$ cat src/rtl/mem_port_arbiter.sv
// Shares one 32-bit memory port between instruction fetch and data access.
// Sequences a single outstanding req/gnt/rvalid transaction, drives byte lanes,
// and reports misaligned data accesses and bus timeouts to the requester.
module mem_port_arbiter #(
  parameter int STARVE_MAX = 4,
  parameter int TIMEOUT    = 255
) (
  input  logic        clk,
  input  logic        rst,
  input  logic        clk_en,
  input  logic        inst_rd_en,
  input  logic [31:0] inst_addr,
  output logic        inst_ready,
  output logic [31:0] inst_rdata,
  output logic        inst_err,
  input  logic        data_rd_en,
  input  logic        data_wr_en,
  input  logic [31:0] data_addr,
  input  logic [1:0]  data_size,
  input  logic [31:0] data_wdata,
  output logic        data_ready,
  output logic [31:0] data_rdata,
  output logic        data_err,
  output logic        mem_req,
  output logic [31:0] mem_addr,
  output logic        mem_we,
  output logic [3:0]  mem_be,
  output logic [31:0] mem_wdata,
  input  logic        mem_gnt,
  input  logic        mem_rvalid,
  input  logic [31:0] mem_rdata
);

  localparam int SW = (STARVE_MAX > 0) ? $clog2(STARVE_MAX + 1) : 1;
  localparam int TW = $clog2(TIMEOUT + 2);

  typedef enum logic [1:0] {IDLE, REQ, RESP, DONE} state_t;

  state_t          state, state_nxt;
  logic            owner_inst, owner_inst_nxt;
  logic [SW-1:0]   starve_cnt, starve_cnt_nxt;
  logic [TW-1:0]   tmo_cnt, tmo_cnt_nxt, tmo_inc;
  logic            timeout_hit, data_pend, grant_inst;
  logic            inst_ready_nxt, inst_err_nxt, data_ready_nxt, data_err_nxt;
  logic [31:0]     inst_rdata_nxt, data_rdata_nxt;
  logic            mem_req_nxt, mem_we_nxt;
  logic [31:0]     mem_addr_nxt, mem_wdata_nxt;
  logic [3:0]      mem_be_nxt;

  function automatic logic [3:0] lane_be(input logic [1:0] size, input logic [1:0] off);
    case (size)
      2'b00:   return 4'b0001 << off;
      2'b01:   return 4'b0011 << off;
      default: return 4'b1111;
    endcase
  endfunction

  function automatic logic [31:0] lane_wdata(input logic [1:0] size, input logic [31:0] wd);
    case (size)
      2'b00:   return {4{wd[7:0]}};
      2'b01:   return {2{wd[15:0]}};
      default: return wd;
    endcase
  endfunction

  function automatic logic misaligned(input logic [1:0] size, input logic [1:0] off);
    return (size == 2'b11) || ((size == 2'b01) && off[0]) || ((size == 2'b10) && (off != 2'b00));
  endfunction

  assign data_pend   = data_rd_en | data_wr_en;
  assign grant_inst  = inst_rd_en && (!data_pend || (starve_cnt == SW'(STARVE_MAX)));
  assign tmo_inc     = tmo_cnt + TW'(1);
  assign timeout_hit = (TIMEOUT != 0) && (tmo_inc == TW'(TIMEOUT));

  // Next-state, arbitration, lane formatting and completion reporting
  always_comb begin
    state_nxt      = state;
    owner_inst_nxt = owner_inst;
    starve_cnt_nxt = starve_cnt;
    tmo_cnt_nxt    = tmo_cnt;
    inst_ready_nxt = 1'b0;
    inst_err_nxt   = 1'b0;
    data_ready_nxt = 1'b0;
    data_err_nxt   = 1'b0;
    inst_rdata_nxt = inst_rdata;
    data_rdata_nxt = data_rdata;
    mem_req_nxt    = mem_req;
    mem_addr_nxt   = mem_addr;
    mem_we_nxt     = mem_we;
    mem_be_nxt     = mem_be;
    mem_wdata_nxt  = mem_wdata;
    case (state)
      IDLE: begin
        if (inst_rd_en || data_pend) begin
          tmo_cnt_nxt = '0;
          if (grant_inst) begin
            owner_inst_nxt = 1'b1;
            starve_cnt_nxt = '0;
            mem_addr_nxt   = inst_addr & 32'hFFFF_FFFC;
            mem_we_nxt     = 1'b0;
            mem_be_nxt     = 4'b1111;
            mem_wdata_nxt  = '0;
            mem_req_nxt    = 1'b1;
            state_nxt      = REQ;
          end else begin
            owner_inst_nxt = 1'b0;
            if (inst_rd_en && (starve_cnt != SW'(STARVE_MAX)))
              starve_cnt_nxt = starve_cnt + SW'(1);
            if (misaligned(data_size, data_addr[1:0])) begin
              // Rejected without touching the bus
              data_ready_nxt = 1'b1;
              data_err_nxt   = 1'b1;
              data_rdata_nxt = '0;
              state_nxt      = DONE;
            end else begin
              mem_addr_nxt  = data_addr & 32'hFFFF_FFFC;
              mem_we_nxt    = data_wr_en;
              mem_be_nxt    = data_wr_en ? lane_be(data_size, data_addr[1:0]) : 4'b1111;
              mem_wdata_nxt = data_wr_en ? lane_wdata(data_size, data_wdata) : data_wdata;
              mem_req_nxt   = 1'b1;
              state_nxt     = REQ;
            end
          end
        end
      end
      REQ: begin
        tmo_cnt_nxt = tmo_inc;
        if (timeout_hit) begin
          mem_req_nxt = 1'b0;
          state_nxt   = DONE;
          if (owner_inst) begin
            inst_ready_nxt = 1'b1; inst_err_nxt = 1'b1; inst_rdata_nxt = '0;
          end else begin
            data_ready_nxt = 1'b1; data_err_nxt = 1'b1; data_rdata_nxt = '0;
          end
        end else if (mem_gnt) begin
          mem_req_nxt = 1'b0;
          state_nxt   = RESP;
        end
      end
      RESP: begin
        tmo_cnt_nxt = tmo_inc;
        if (mem_rvalid) begin
          state_nxt = DONE;
          if (owner_inst) begin
            inst_ready_nxt = 1'b1; inst_rdata_nxt = mem_rdata;
          end else begin
            data_ready_nxt = 1'b1; data_rdata_nxt = mem_rdata;
          end
        end else if (timeout_hit) begin
          state_nxt = DONE;
          if (owner_inst) begin
            inst_ready_nxt = 1'b1; inst_err_nxt = 1'b1; inst_rdata_nxt = '0;
          end else begin
            data_ready_nxt = 1'b1; data_err_nxt = 1'b1; data_rdata_nxt = '0;
          end
        end
      end
      default: state_nxt = IDLE;
    endcase
  end

  // State and registered outputs; reset wins, otherwise advance only on clk_en
  always_ff @(posedge clk) begin
    if (rst) begin
      state      <= IDLE;
      owner_inst <= 1'b0;
      starve_cnt <= '0;
      tmo_cnt    <= '0;
      inst_ready <= 1'b0;
      inst_err   <= 1'b0;
      inst_rdata <= '0;
      data_ready <= 1'b0;
      data_err   <= 1'b0;
      data_rdata <= '0;
      mem_req    <= 1'b0;
      mem_addr   <= '0;
      mem_we     <= 1'b0;
      mem_be     <= '0;
      mem_wdata  <= '0;
    end else if (clk_en) begin
      state      <= state_nxt;
      owner_inst <= owner_inst_nxt;
      starve_cnt <= starve_cnt_nxt;
      tmo_cnt    <= tmo_cnt_nxt;
      inst_ready <= inst_ready_nxt;
      inst_err   <= inst_err_nxt;
      inst_rdata <= inst_rdata_nxt;
      data_ready <= data_ready_nxt;
      data_err   <= data_err_nxt;
      data_rdata <= data_rdata_nxt;
      mem_req    <= mem_req_nxt;
      mem_addr   <= mem_addr_nxt;
      mem_we     <= mem_we_nxt;
      mem_be     <= mem_be_nxt;
      mem_wdata  <= mem_wdata_nxt;
    end
  end

endmodule

$ cat config.mk
export PLATFORM = sky130hd
export DESIGN_NAME = mem_port_arbiter
export DESIGN_NICKNAME = d
export VERILOG_FILES = /design/src/rtl/mem_port_arbiter.sv
export SDC_FILE = /design/constraint.sdc
export NUM_CORES = 1
export LEC_CHECK = 0
export CAP_MARGIN = 10
export CELL_PAD_IN_SITES_DETAIL_PLACEMENT = 1
export CELL_PAD_IN_SITES_GLOBAL_PLACEMENT = 2
export CORE_MARGIN = 2
export CORE_UTILIZATION = 27
export CTS_CLUSTER_SIZE = 28
export DETAILED_ROUTE_END_ITERATION = 10
export GPL_ROUTABILITY_DRIVEN = 0
export PLACE_DENSITY = 0.84
export SLEW_MARGIN = 20
export SYNTH_ARGS = -nofsm -noshare
export SYNTH_HDL_FRONTEND = slang
export SYNTH_SLANG_ARGS = --single-unit
$ cat constraint.sdc
create_clock -name clk -period 5.6 [get_ports clk]
set_input_delay 0.56 -clock clk [delete_from_list [all_inputs] [get_ports clk]]
set_output_delay 0.56 -clock clk [all_outputs]
set_load 0.01 [all_outputs]
Yosys cells after proc, flatten, opt, wreduce, memory -nomap -nowiden
Index checks and enable logic that the tools add are counted.
Widths: inputs -> output; s select.
{ "totals": {"ff_bits": 153, "output_inout_bits": 138, "wordCells": 122, "inputBits": 138} }
{ "classes": {"addsub": 2, "shift": 2, "n_bitwise": 1, "n_eq_ne": 17, "n_reduce_logical": 26, "n_mux": 59} }
{ "ops": {"columns": ["op", "count"], "rows": [
  ["$mux 32", 16],
  ["$pmux 32 s2", 2],
  ["$pmux 32 s3", 1],
  ["$mux 1", 19],
  ["$ne 3x3->1 const B", 6],
  ["$pmux 9 s2", 1],
  ["$mux 2", 7],
  ["$mux 4", 3],
  ["$reduce_and 4->1", 3],
  ["$reduce_bool 2->1", 5],
  ["$add 9x1->9 const B", 1],
  ["$eq 9x8->1 const B", 1],
  ["$mux 9", 1],
  ["$reduce_and 3->1", 3],
  ["$ne 2x2->1 const B", 4],
  ["$pmux 4 s2", 1],
  ["$eq 2x2->1 const B", 3],
  ["$mux 3", 2],
  ["$pmux 1 s2", 3],
  ["$pmux 1 s3", 2],
  ["$pmux 2 s3", 1],
  ["$reduce_and 6->1", 1],
  ["$reduce_and 5->1", 1],
  ["$eq 2x1->1 const B", 2],
  ["11 further kinds", 18]
]} }

Depth between registers and ports, before layout
Gate-level depths: netlist (run 1).
{ "depth": {"word_depth": 8, "depth_mapped": 11, "depth_no_buf": 8} }

Worst setup path after synthesis (run 1)
Ideal clock, no wire load.
{ "synth_path": {"path_type": "reg2reg", "start": "reg state[0]", "end": "reg data_rdata[14]", "setup_ns": 0.138, "required_time_ns": 5.462, "stages_incl_launch_ff": 11, "slack_ns": 3.375, "t_arrival_ns": 2.086, "n_path_buf": 3, "synth_period_minus_slack_ns": 2.225, "cell_sequence": "dfxtp_1 -> inv_1 -> ha_1 -> buf_4 -> or4b_1 -> nand2_2 -> or2_1 -> buf_6 -> a221oi_4 -> buf_2 -> o221ai_1"} }
{ "synth_via": {"elab_chain_cells": 3, "word_cells_on_any_way": 10, "cone_classes": "6 x eq/ne; 1 x mux; 3 x reduce/logical"} }
{ "synth_lines": {"columns": ["element", "line_no", "source"], "rows": [
  ["start, declared", "39", "state_t state, state_nxt;"],
  ["start signal, assigned", "182", "state <= state_nxt;"],
  ["$eq 2x2->1, or another cell as far along", "92", "case (state)"],
  ["$ne 3x3->1 (no line), or another cell as far along", null, null],
  ["$reduce_and 6->1 (no line)", null, null],
  ["end signal, assigned", "191", "data_rdata <= data_rdata_nxt;"],
  ["end, declared", "22", "output logic [31:0] data_rdata,"]
]} }
Parallel ways exist; a longest one is shown, timed or not.
A chain may end at the register's enable or synchronous reset.

Worst setup path in the final report (run 1)
{ "layout_path": {"start": "reg tmo_cnt[0]", "end": "reg data_rdata[29]"} }
{ "layout_via": {"elab_chain_cells": 5} }
{ "layout_lines": {"columns": ["element", "line_no", "source"], "rows": [
  ["start, declared", "42", "logic [TW-1:0] tmo_cnt, tmo_cnt_nxt, tmo_inc;"],
  ["start signal, assigned", "185", "tmo_cnt <= tmo_cnt_nxt;"],
  ["$add 9x1->9 *", "72", "assign tmo_inc = tmo_cnt + TW'(1);"],
  ["$eq 9x8->1 *", "73", "assign timeout_hit = (TIMEOUT != 0) && (tmo_inc == TW'(TIMEOUT));"],
  ["$mux 32 *", null, null],
  ["$mux 32", null, null],
  ["$pmux 32 s3 *", null, null]
]} }
Every way passes the cells marked *; elsewhere a longest branch is shown, timed or not.

==> results of run 1 <==
==> per-layer routing <==
layer,global-route usage (%),vias up,part of all wire [%]
li1,-,3603,-
met1,23.1,3619,44
met2,30.8,232,47
met3,6.30,22,7.8
met4,4.80,0,1.3
met5,0,-,0
==> flip-flops by register name, summed over array words and instances (netlist names) <==
signal / cells
inst_err: 1
data_ready: 1
mem_req: 1
data_rdata: 32
state: 2
inst_ready: 1
mem_wdata: 32
owner_inst: 1
mem_be: 4
mem_addr: 30
starve_cnt: 3
data_err: 1
mem_we: 1
inst_rdata: 32
tmo_cnt: 9
==> critical path: stages (launching register included) <==
cell and delay (ns):
dfxtp_1 0.48, ha_1 0.35, nand4_1 0.21, xor2_1 0.19
o22ai_1 0.50, nand4_4 0.58, nand4b_1 0.32, o221ai_1 0.14
==> through the flow <==
stage	instance area, sq um	util [%]	std cells
floorplan	7300	-	868
global placement	10100	38.0	1402
detailed placement	10100	38.0	1402
CTS	10700	40.2	1434
global route	10700	40.2	1434
finish	10700	40.2	1434
==> cell families after synthesis <==
logic type      Yosys count
other cells               1
mux                      34
buf+inv                 101
flops                   151
xor+xnor                  4
simple gates            339
fa+ha+maj                 8
compound gates          229
==> worst min-delay path by stage <==
stage          slack (ns)               startpoint  depth (start not counted)                      end
3_3_place_gp         0.44  inst_ready$_SDFFE_PP0P_                          2  inst_ready$_SDFFE_PP0P_
4_1_cts              0.46  inst_ready$_SDFFE_PP0P_                          2  inst_ready$_SDFFE_PP0P_
5_1_grt              0.49  inst_ready$_SDFFE_PP0P_                          2  inst_ready$_SDFFE_PP0P_
6_report             0.46  inst_ready$_SDFFE_PP0P_                          2  inst_ready$_SDFFE_PP0P_
3_5_place_dp         0.45  inst_ready$_SDFFE_PP0P_                          2  inst_ready$_SDFFE_PP0P_
2_1_floorplan        0.48  inst_ready$_SDFFE_PP0P_                          2  inst_ready$_SDFFE_PP0P_
==> where the power goes <==
part,switching (mW),internal [mW]
Sequential,0.0448,1.14
Clock,0.535,0.631
Combinational,0.456,0.325
==> cells in the mapped netlist, types with 10 or more instances <==
| library cell | count |
|---|---|
| a211oi_1 | 31 |
| a21oi_1 | 81 |
| a22oi_1 | 10 |
| buf_2 | 17 |
| clkbuf_1 | 63 |
| dfxtp_1 | 151 |
| inv_1 | 12 |
| mux2i_1 | 34 |
| nand2_1 | 53 |
| nand2b_1 | 39 |
| nand3_1 | 40 |
| nand4_1 | 36 |
| nand4b_1 | 33 |
| nor2_1 | 95 |
| nor3_1 | 13 |
| o21ai_0 | 11 |
| o21ai_1 | 34 |
| o221ai_1 | 32 |
==> cell type report <==
class / instances / share of cell area (%)
repair buffers: 282 / 26.1
clock buffers: 17 / 3.96
clock inverters: 15 / 1.49
flip-flops and latches: 151 / 28.2
multi-input cells: 616 / 35.9
inverters: 12 / 0.420
well taps: 341 / 3.98
==> impl_metrics.py, run 1 <==
metrics = {
    "grt": {
        "grt_start_max_net_pins": 96,
        "grt_pass1_wl_microns": 42000,
        "grt_pass1_vias": 7520,
        "track_usage_pct": 18.5,
        "antenna_found_initial": 0,
        "overflow": 0,
    },
    "floorplan": {
        "io_pins": 276,
        "fp.dieW_microns": 168,
        "die-area_sq_mm": 0.0283,
        "rows": 60,
        "core_sq_mm": 0.0267,
        "die_y_microns": 168,
        "start_util_pct": 27.3,
    },
    "logic_synthesis": {
        "synth_top_area_share_pct": 41.4,
        "synth_xor_area_share_pct": 0.480,
        "synthFlopType": "dfxtp_1",
        "yosysSeqAreaShare_pct": 41.4,
        "synth-edff-count": 0,
        "synthAdderAreaFrac_pct": 1.37,
        "synth-compound-area-share_pct": 20.9,
        "synthCells": 867,
        "ys_ff_latch": 151,
        "yosys.area_share.simple_pct": 24.9,
        "synthTopCellsByArea": "dfxtp_1 41%, a21oi_1 5.6%, nor2_1 4.9%, mux2i_1 4.7%, nand4b_1 4.0%",
        "synth_warnings": 0,
        "avgSynthCellArea_sq_um": 8.41,
        "netlist_area_sq_mm": 0.00729,
        "synth_top_family_by_area": "simple AND/OR/NAND/NOR gates",
        "synth_mux_area_share_pct": 4.67,
        "ys_types": 59,
        "ys_async_sr_fraction_pct": 0,
        "synth_top_area_cell": "dfxtp_1",
    },
    "sta": {
        "hold_violations": 0,
        "finalSetupTns_ns": 0,
        "final_max_slew_viol_count": 0,
        "whs_ns": 0.461,
        "fmax_ghz": 0.339,
        "fin_ws_ns": 2.65,
        "setup_viol": 0,
        "rsz0062_at_grt": "no",
        "maxSlewHeadroom_pct": 25.7,
        "fin_crit_sh_pct": 52.7,
        "max_slew.worst_pin.slew_ns": 1.11,
        "period_minus_slack_ns": 2.95,
        "skew_ns": 0.0129,
    },
    "setup_path": {
        "r2r_cells": 7,
        "r2r_end": "data_rdata[29]$_SDFFE_PP0P_",
        "startpoint": "tmo_cnt[0]$_SDFFE_PP0P_",
        "path_class": "reg2reg",
        "required_ns": 5.87,
        "cp-start-kind": "register",
        "crit_path_end_kind": "register",
        "critical_path_peak_fanout": 32,
        "r2r_start": "tmo_cnt[0]$_SDFFE_PP0P_",
        "r2r_setup_slack_ns": 2.65,
        "arrival_ns": 3.22,
        "endpoint": "data_rdata[29]$_SDFFE_PP0P_",
    },
    "power": {
        "p_leak_nw": 3.80,
        "ir_worst_vdd_v": 0.000143,
        "fin_total_pwr_mw": 3.14,
        "powerDensity_mw_per_mm2": 292,
    },
    "route": {
        "wl_per_cell_microns": 18.6,
        "dr_total_vias": 7476,
        "via_per_inst": 5.21,
        "drtAntennaViolNets": 0,
        "wirelength_microns": 26600,
        "dr.pass1.iters": 5,
        "drc": 0,
        "drtIter0Drc": 440,
    },
    "clock_tree": {
        "clock_sink_count": 151,
        "post_cts_resized": 0,
        "clk_pin_slew_worst_paths_ns": 0.06,
        "htree_num_levels": 4,
        "cts_buffer_depth": 2,
        "hold_buffers": 0,
        "post_cts_buffers": 0,
        "ctsRootBufferMaster": "clkbuf_16",
        "cts_buffers": 17,
        "clk_latency_ns": 0.43,
        "cts_tree": "yes",
    },
    "cells_and_area": {
        "antenna_cells": 0,
        "nets": 1226,
        "drive_gt1_share_pct": 5.76,
        "layout_commonest_cell": "clkdlybuf4s50_1",
        "syn_to_final_growth_pct": 47.2,
        "fillCellCount": 3152,
        "multi_input_area_sq_mm": 0.00386,
        "final_cell_mix": "270 x clkdlybuf4s50_1, 151 x dfxtp_1, 95 x nor2_1, 80 x a21oi_1, 52 x nand2_1",
        "regArea_sq_mm": 0.00302,
    },
    "min_path": {
        "hp-class": "reg2reg",
    },
    "flow_run": {
        "maxCapViolCount": 0,
    },
    "place": {
        "hpwl_microns": 18300,
        "post-place-ws_ns": 2.23,
        "numPortBuffers": 271,
    },
    "outcome": {
        "outcome": "finished clean",
    },
}
No activity file was read; power rests on OpenSTA's default activity.
==> run 2: changes to the inputs <==
--- a/config.mk
+++ b/config.mk
@@ -9,11 +9,11 @@
 export CELL_PAD_IN_SITES_DETAIL_PLACEMENT = 1
 export CELL_PAD_IN_SITES_GLOBAL_PLACEMENT = 2
 export CORE_MARGIN = 2
-export CORE_UTILIZATION = 27
+export CORE_UTILIZATION = 25
 export CTS_CLUSTER_SIZE = 28
 export DETAILED_ROUTE_END_ITERATION = 10
 export GPL_ROUTABILITY_DRIVEN = 0
-export PLACE_DENSITY = 0.84
+export PLACE_DENSITY = 0.79
 export SLEW_MARGIN = 20
 export SYNTH_ARGS = -nofsm -noshare
 export SYNTH_HDL_FRONTEND = slang
==> constraint.sdc (replaced) <==
create_clock -name clk -period 2.99 [get_ports clk]
set_input_delay 0.299 -clock clk [delete_from_list [all_inputs] [get_ports clk]]
set_output_delay 0.299 -clock clk [all_outputs]
set_load 0.01 [all_outputs]
==> impl_metrics.py, run 2 (same netlist as run 1, synthesis figures left out) <==
metrics = {
    "power": {
        "p_leak_nw": 3.87,
        "fin_total_pwr_mw": 5.95,
        "ir_worst_vdd_v": 0.000359,
        "powerDensity_mw_per_mm2": 544,
    },
    "cells_and_area": {
        "nets": 1241,
        "final_cell_area_sq_mm": 0.0109,
        "final_cells": 1491,
        "reg_top3": "data_rdata: 32 flops, inst_rdata: 32 flops, mem_wdata: 32 flops",
        "drive_gt1_share_pct": 6.68,
        "syn_to_final_growth_pct": 50.1,
        "postLayoutCoreUtil_pct": 38.1,
        "layout_commonest_cell": "clkdlybuf4s50_1",
        "antenna_cells": 0,
        "final_cell_mix": "270 x clkdlybuf4s50_1, 151 x dfxtp_1, 95 x nor2_1, 80 x a21oi_1, 52 x nand2_1",
    },
    "sta": {
        "setup_viol": 0,
        "fin_ws_ns": 0.454,
        "final_max_slew_viol_count": 0,
        "period_minus_slack_ns": 2.54,
        "fmax_ghz": 0.394,
        "fin_crit_sh_pct": 84.8,
        "rsz0062_at_grt": "no",
        "whs_ns": 0.301,
        "hold_violations": 0,
        "max_slew.worst_pin.slew_ns": 0.715,
        "maxSlewHeadroom_pct": 52.3,
        "finalSetupTns_ns": 0,
        "skew_ns": 0.0118,
    },
    "clock_tree": {
        "ctsRootBufferMaster": "clkbuf_16",
        "hold_buffers": 0,
        "clk_latency_ns": 0.43,
        "htree_num_levels": 4,
        "cts_tree": "yes",
        "clk_pin_slew_worst_paths_ns": 0.06,
        "clock_sink_count": 151,
        "cts_buffers": 17,
        "cts_buffer_depth": 2,
        "post_cts_buffers": 0,
        "post_cts_resized": 0,
    },
    "route": {
        "dr.pass1.iters": 4,
        "wl_per_cell_microns": 18.1,
        "via_per_inst": 5.03,
        "drtAntennaViolNets": 0,
        "drtIter0Drc": 409,
        "wirelength_microns": 27100,
        "dr_total_vias": 7496,
        "drc": 0,
    },
    "grt": {
        "overflow": 0,
        "antenna_found_initial": 0,
        "grt_pass1_vias": 7701,
        "grt_pass1_wl_microns": 42800,
        "grt_start_max_net_pins": 78,
        "track_usage_pct": 17.6,
    },
    "outcome": {
        "outcome": "finished clean",
    },
    "place": {
        "post-place-ws_ns": 0.317,
        "numPortBuffers": 271,
        "hpwl_microns": 19000,
        "place_inst": 1460,
        "placed_area_sq_mm": 0.0104,
    },
    "floorplan": {
        "die-area_sq_mm": 0.0306,
        "start_util_pct": 25.4,
        "rows": 62,
        "die_y_microns": 175,
        "io_pins": 276,
        "core_sq_mm": 0.0287,
        "fp.dieW_microns": 175,
    },
    "min_path": {
        "hp-class": "in2reg",
        "min_to": "inst_rdata[5]$_SDFFE_PP0P_",
        "hold_depth": 2,
        "worstHoldStart": "rst",
    },
    "setup_path": {
        "critical_path_peak_fanout": 37,
        "path_class": "reg2reg",
        "critPathTopFamily": "simple AND/OR/NAND/NOR gates",
        "crit_path_end_kind": "register",
        "cp-start-kind": "register",
        "worstPathCellList": "inv_1 > ha_1 > buf_4 > nand3_1 > or4b_2 > a21oi_1",
        "required_ns": 3.35,
        "r2r_start": "state[0]$_SDFFE_PP0P_",
        "r2r_end": "tmo_cnt[6]$_SDFFE_PP0P_",
        "r2r_setup_slack_ns": 0.45,
        "crit_path_max_incr_delay_ns": 0.73,
        "slowest_stage": "or4b_2",
        "cp.buffers_inverters": 2,
        "r2r_cells": 6,
        "arrival_ns": 2.89,
    },
    "flow_run": {
        "maxCapViolCount": 0,
    },
}
[run 2: final cells by class]
class                   count  area [sq um]
repair buffers            297          2960
inverters                  12          45.0
fillers                  3329         17800
multi-input cells         616          3850
clock buffers              20           437
well taps                 384           480
flip-flops and latches    151          3020
clock inverters            11           149
[run 2: power by group]
group          internal [mW]  switching [mW]
logic                  0.650           0.870
registers               2.14          0.0830
clock network           1.31           0.890
[run 2: how the worst max path moves through the flow]
stage	slack [ns]	depth (start not counted)	end	startpoint
2_1_floorplan	0.77	10	data_rdata[14]$_SDFFE_PP0P_	state[0]$_SDFFE_PP0P_
3_3_place_gp	0.39	8	data_rdata[30]$_SDFFE_PP0P_	data_size[0]
3_5_place_dp	0.32	8	data_rdata[24]$_SDFFE_PP0P_	data_size[0]
4_1_cts	0.43	6	tmo_cnt[6]$_SDFFE_PP0P_	state[0]$_SDFFE_PP0P_
5_1_grt	0.26	6	tmo_cnt[3]$_SDFFE_PP0P_	state[0]$_SDFFE_PP0P_
6_report	0.45	6	tmo_cnt[6]$_SDFFE_PP0P_	state[0]$_SDFFE_PP0P_
[run 2: metal layers]
layer / vias up / global-route usage, % / wire length, microns
li1: 3632 / - / -
met1: 3601 / 21.2 / 11500
met2: 247 / 29.4 / 12800
met3: 16 / 6.83 / 2390
met4: 0 / 4.38 / 328
met5: - / 0 / 0
==> run 3: changes to the inputs <==
==> constraint.sdc (replaced) <==
create_clock -name clk -period 2.65 [get_ports clk]
set_input_delay 0.265 -clock clk [delete_from_list [all_inputs] [get_ports clk]]
set_output_delay 0.265 -clock clk [all_outputs]
set_load 0.01 [all_outputs]
==> impl_metrics.py, run 3 (same netlist as run 1, synthesis figures left out) <==
metrics = {
    "outcome": {
        "outcome": "finished clean",
    },
    "route": {
        "via_per_inst": 4.98,
        "dr.pass1.iters": 5,
        "drtIter0Drc": 426,
        "dr_total_vias": 7476,
        "wl_per_cell_microns": 18.1,
        "top_layer": "met4",
        "drtAntennaViolNets": 0,
        "wl_met2_microns": 12700,
        "drc": 0,
        "wl_met1_microns": 11900,
        "dr_wl_met3_microns": 2260,
        "wirelength_microns": 27200,
    },
    "setup_path": {
        "crit_path_max_incr_delay_ns": 0.49,
        "r2r_cells": 8,
        "r2r_start": "tmo_cnt[0]$_SDFFE_PP0P_",
        "arrival_ns": 2.60,
        "required_ns": 2.93,
        "r2r_setup_slack_ns": 0.33,
        "crit_path_end_kind": "register",
        "r2r_end": "inst_ready$_SDFFE_PP0P_",
        "worstPathCellList": "ha_1 > a21oi_1 > o311ai_2 > o311ai_4 > a31oi_4 > buf_12 > nand3b_1 > a21oi_1",
        "path_class": "reg2reg",
        "critical_path_peak_fanout": 28,
        "path_common_cell": "a21oi_1",
        "cp-start-kind": "register",
        "slowest_stage": "dfxtp_1",
    },
    "clock_tree": {
        "cts_buffers": 17,
        "cts_buffer_depth": 2,
        "cts_tree": "yes",
        "hold_buffers": 0,
        "htree_num_levels": 4,
        "clock_sink_count": 151,
        "clk_pin_slew_worst_paths_ns": 0.07,
        "post_cts_buffers": 0,
        "clk_latency_ns": 0.43,
        "post_cts_resized": 0,
        "ctsRootBufferMaster": "clkbuf_16",
    },
    "floorplan": {
        "die-area_sq_mm": 0.0306,
        "rows": 62,
        "die_y_microns": 175,
        "io_pins": 276,
        "fp.dieW_microns": 175,
        "core_sq_mm": 0.0287,
        "start_util_pct": 25.4,
    },
    "cells_and_area": {
        "regArea_sq_mm": 0.00302,
        "postLayoutCoreUtil_pct": 38.8,
        "antenna_cells": 0,
        "layout_commonest_cell": "clkdlybuf4s50_1",
        "nets": 1250,
        "final_cell_mix": "270 x clkdlybuf4s50_1, 151 x dfxtp_1, 95 x nor2_1, 80 x a21oi_1, 52 x nand2_1",
        "reg_top3": "data_rdata: 32 flops, inst_rdata: 32 flops, mem_wdata: 32 flops",
        "fillCellCount": 3314,
        "drive_gt1_share_pct": 7.79,
        "final_cells": 1501,
        "multi_input_area_sq_mm": 0.00385,
        "syn_to_final_growth_pct": 52.5,
    },
    "flow_run": {
        "maxCapViolCount": 0,
    },
    "power": {
        "powerDensity_mw_per_mm2": 622,
        "p_leak_nw": 3.97,
        "ir_worst_vdd_v": 0.000260,
    },
    "min_path": {
        "min_to": "inst_rdata[27]$_SDFFE_PP0P_",
        "hold_depth": 2,
        "hp-class": "in2reg",
        "worstHoldStart": "rst",
    },
    "place": {
        "numPortBuffers": 271,
        "post-place-ws_ns": 0.194,
        "place_inst": 1469,
        "hpwl_microns": 19100,
    },
    "sta": {
        "max_slew.worst_pin.slew_ns": 0.722,
        "rsz0062_at_grt": "no",
        "maxSlewHeadroom_pct": 51.9,
        "fin_ws_ns": 0.334,
        "finalSetupTns_ns": 0,
        "final_max_slew_viol_count": 0,
        "period_minus_slack_ns": 2.32,
        "hold_violations": 0,
        "setup_viol": 0,
        "fmax_ghz": 0.432,
        "skew_ns": 0.0136,
        "fin_crit_sh_pct": 87.4,
    },
    "grt": {
        "grt_start_max_net_pins": 81,
        "grt_pass1_vias": 7872,
        "grt_pass1_wl_microns": 43700,
        "antenna_found_initial": 0,
        "track_usage_pct": 17.7,
        "overflow": 0,
    },
}
==> run 3: changes by cell type in the layout (fill, tap and decap cells not counted) <==
cell,change
buf_12,+6
buf_4,+3
bufinv_16,-1
clkbuf_1,-3
clkinv_2,-2
clkinv_4,-1
clkinv_8,+2
clkinvlp_4,-1
inv_6,+3
inv_8,+4
==> run 3: final cells by class <==
type / instances / area share [%]
Multi-Input combinational cell: 616 / 34.6
Clock inverter: 15 / 1.77
Tap cell: 384 / 4.32
Inverter: 12 / 0.405
Sequential cell: 151 / 27.2
Timing Repair Buffer: 306 / 27.9
Clock buffer: 17 / 3.82
==> run 3: how the worst max path moves through the flow <==
stage | start | end | slack [ns] | depth (start not counted)
global placement | inst_rd_en | data_rdata[4]$_SDFFE_PP0P_ | 0.25 | 8
global route | tmo_cnt[0]$_SDFFE_PP0P_ | inst_rdata[18]$_SDFFE_PP0P_ | 0.15 | 8
CTS | tmo_cnt[0]$_SDFFE_PP0P_ | inst_ready$_SDFFE_PP0P_ | 0.29 | 8
detailed placement | inst_rd_en | data_rdata[17]$_SDFFE_PP0P_ | 0.19 | 8
finish | tmo_cnt[0]$_SDFFE_PP0P_ | inst_ready$_SDFFE_PP0P_ | 0.33 | 8
floorplan | state[0]$_SDFFE_PP0P_ | data_rdata[14]$_SDFFE_PP0P_ | 0.43 | 10
==> run 3: power by group <==
group	switching (mW)	leakage, nW	internal, mW
clock network	1.18	0.299	1.45
logic	1.00	2.45	0.783
registers	0.0959	1.22	2.42
total	2.28	3.97	4.65
==> run 3: routing by layer <==
metal  GRT usage (%)  vias to the layer above
met3            6.57                       22
li1                -                     3654
met5               0                        -
met4            4.13                        0
met1            21.4                     3560
met2            29.9                      240
==> run 3: per-stage QoR <==
stage | instance area, sq um | total power, mW | hold WS [ns]
final | 11100 | 6.92 | 0.296
after global routing | 11100 | 7.30 | 0.312
after CTS | 11100 | 7.03 | 0.284
after detailed placement | 10500 | 4.36 | 0.461
after global placement | 10500 | 4.34 | 0.444
after floorplan | 7300 | 3.49 | 0.413
==> run 3: worst max-delay path: cells and delay by family, from the launching register on <==
kind	cells	cell delay, ns
fa+ha+maj	1	0.28
flops	1	0.49
buf+inv	1	0.22
compound gates	5	1.06
simple gates	1	0.12
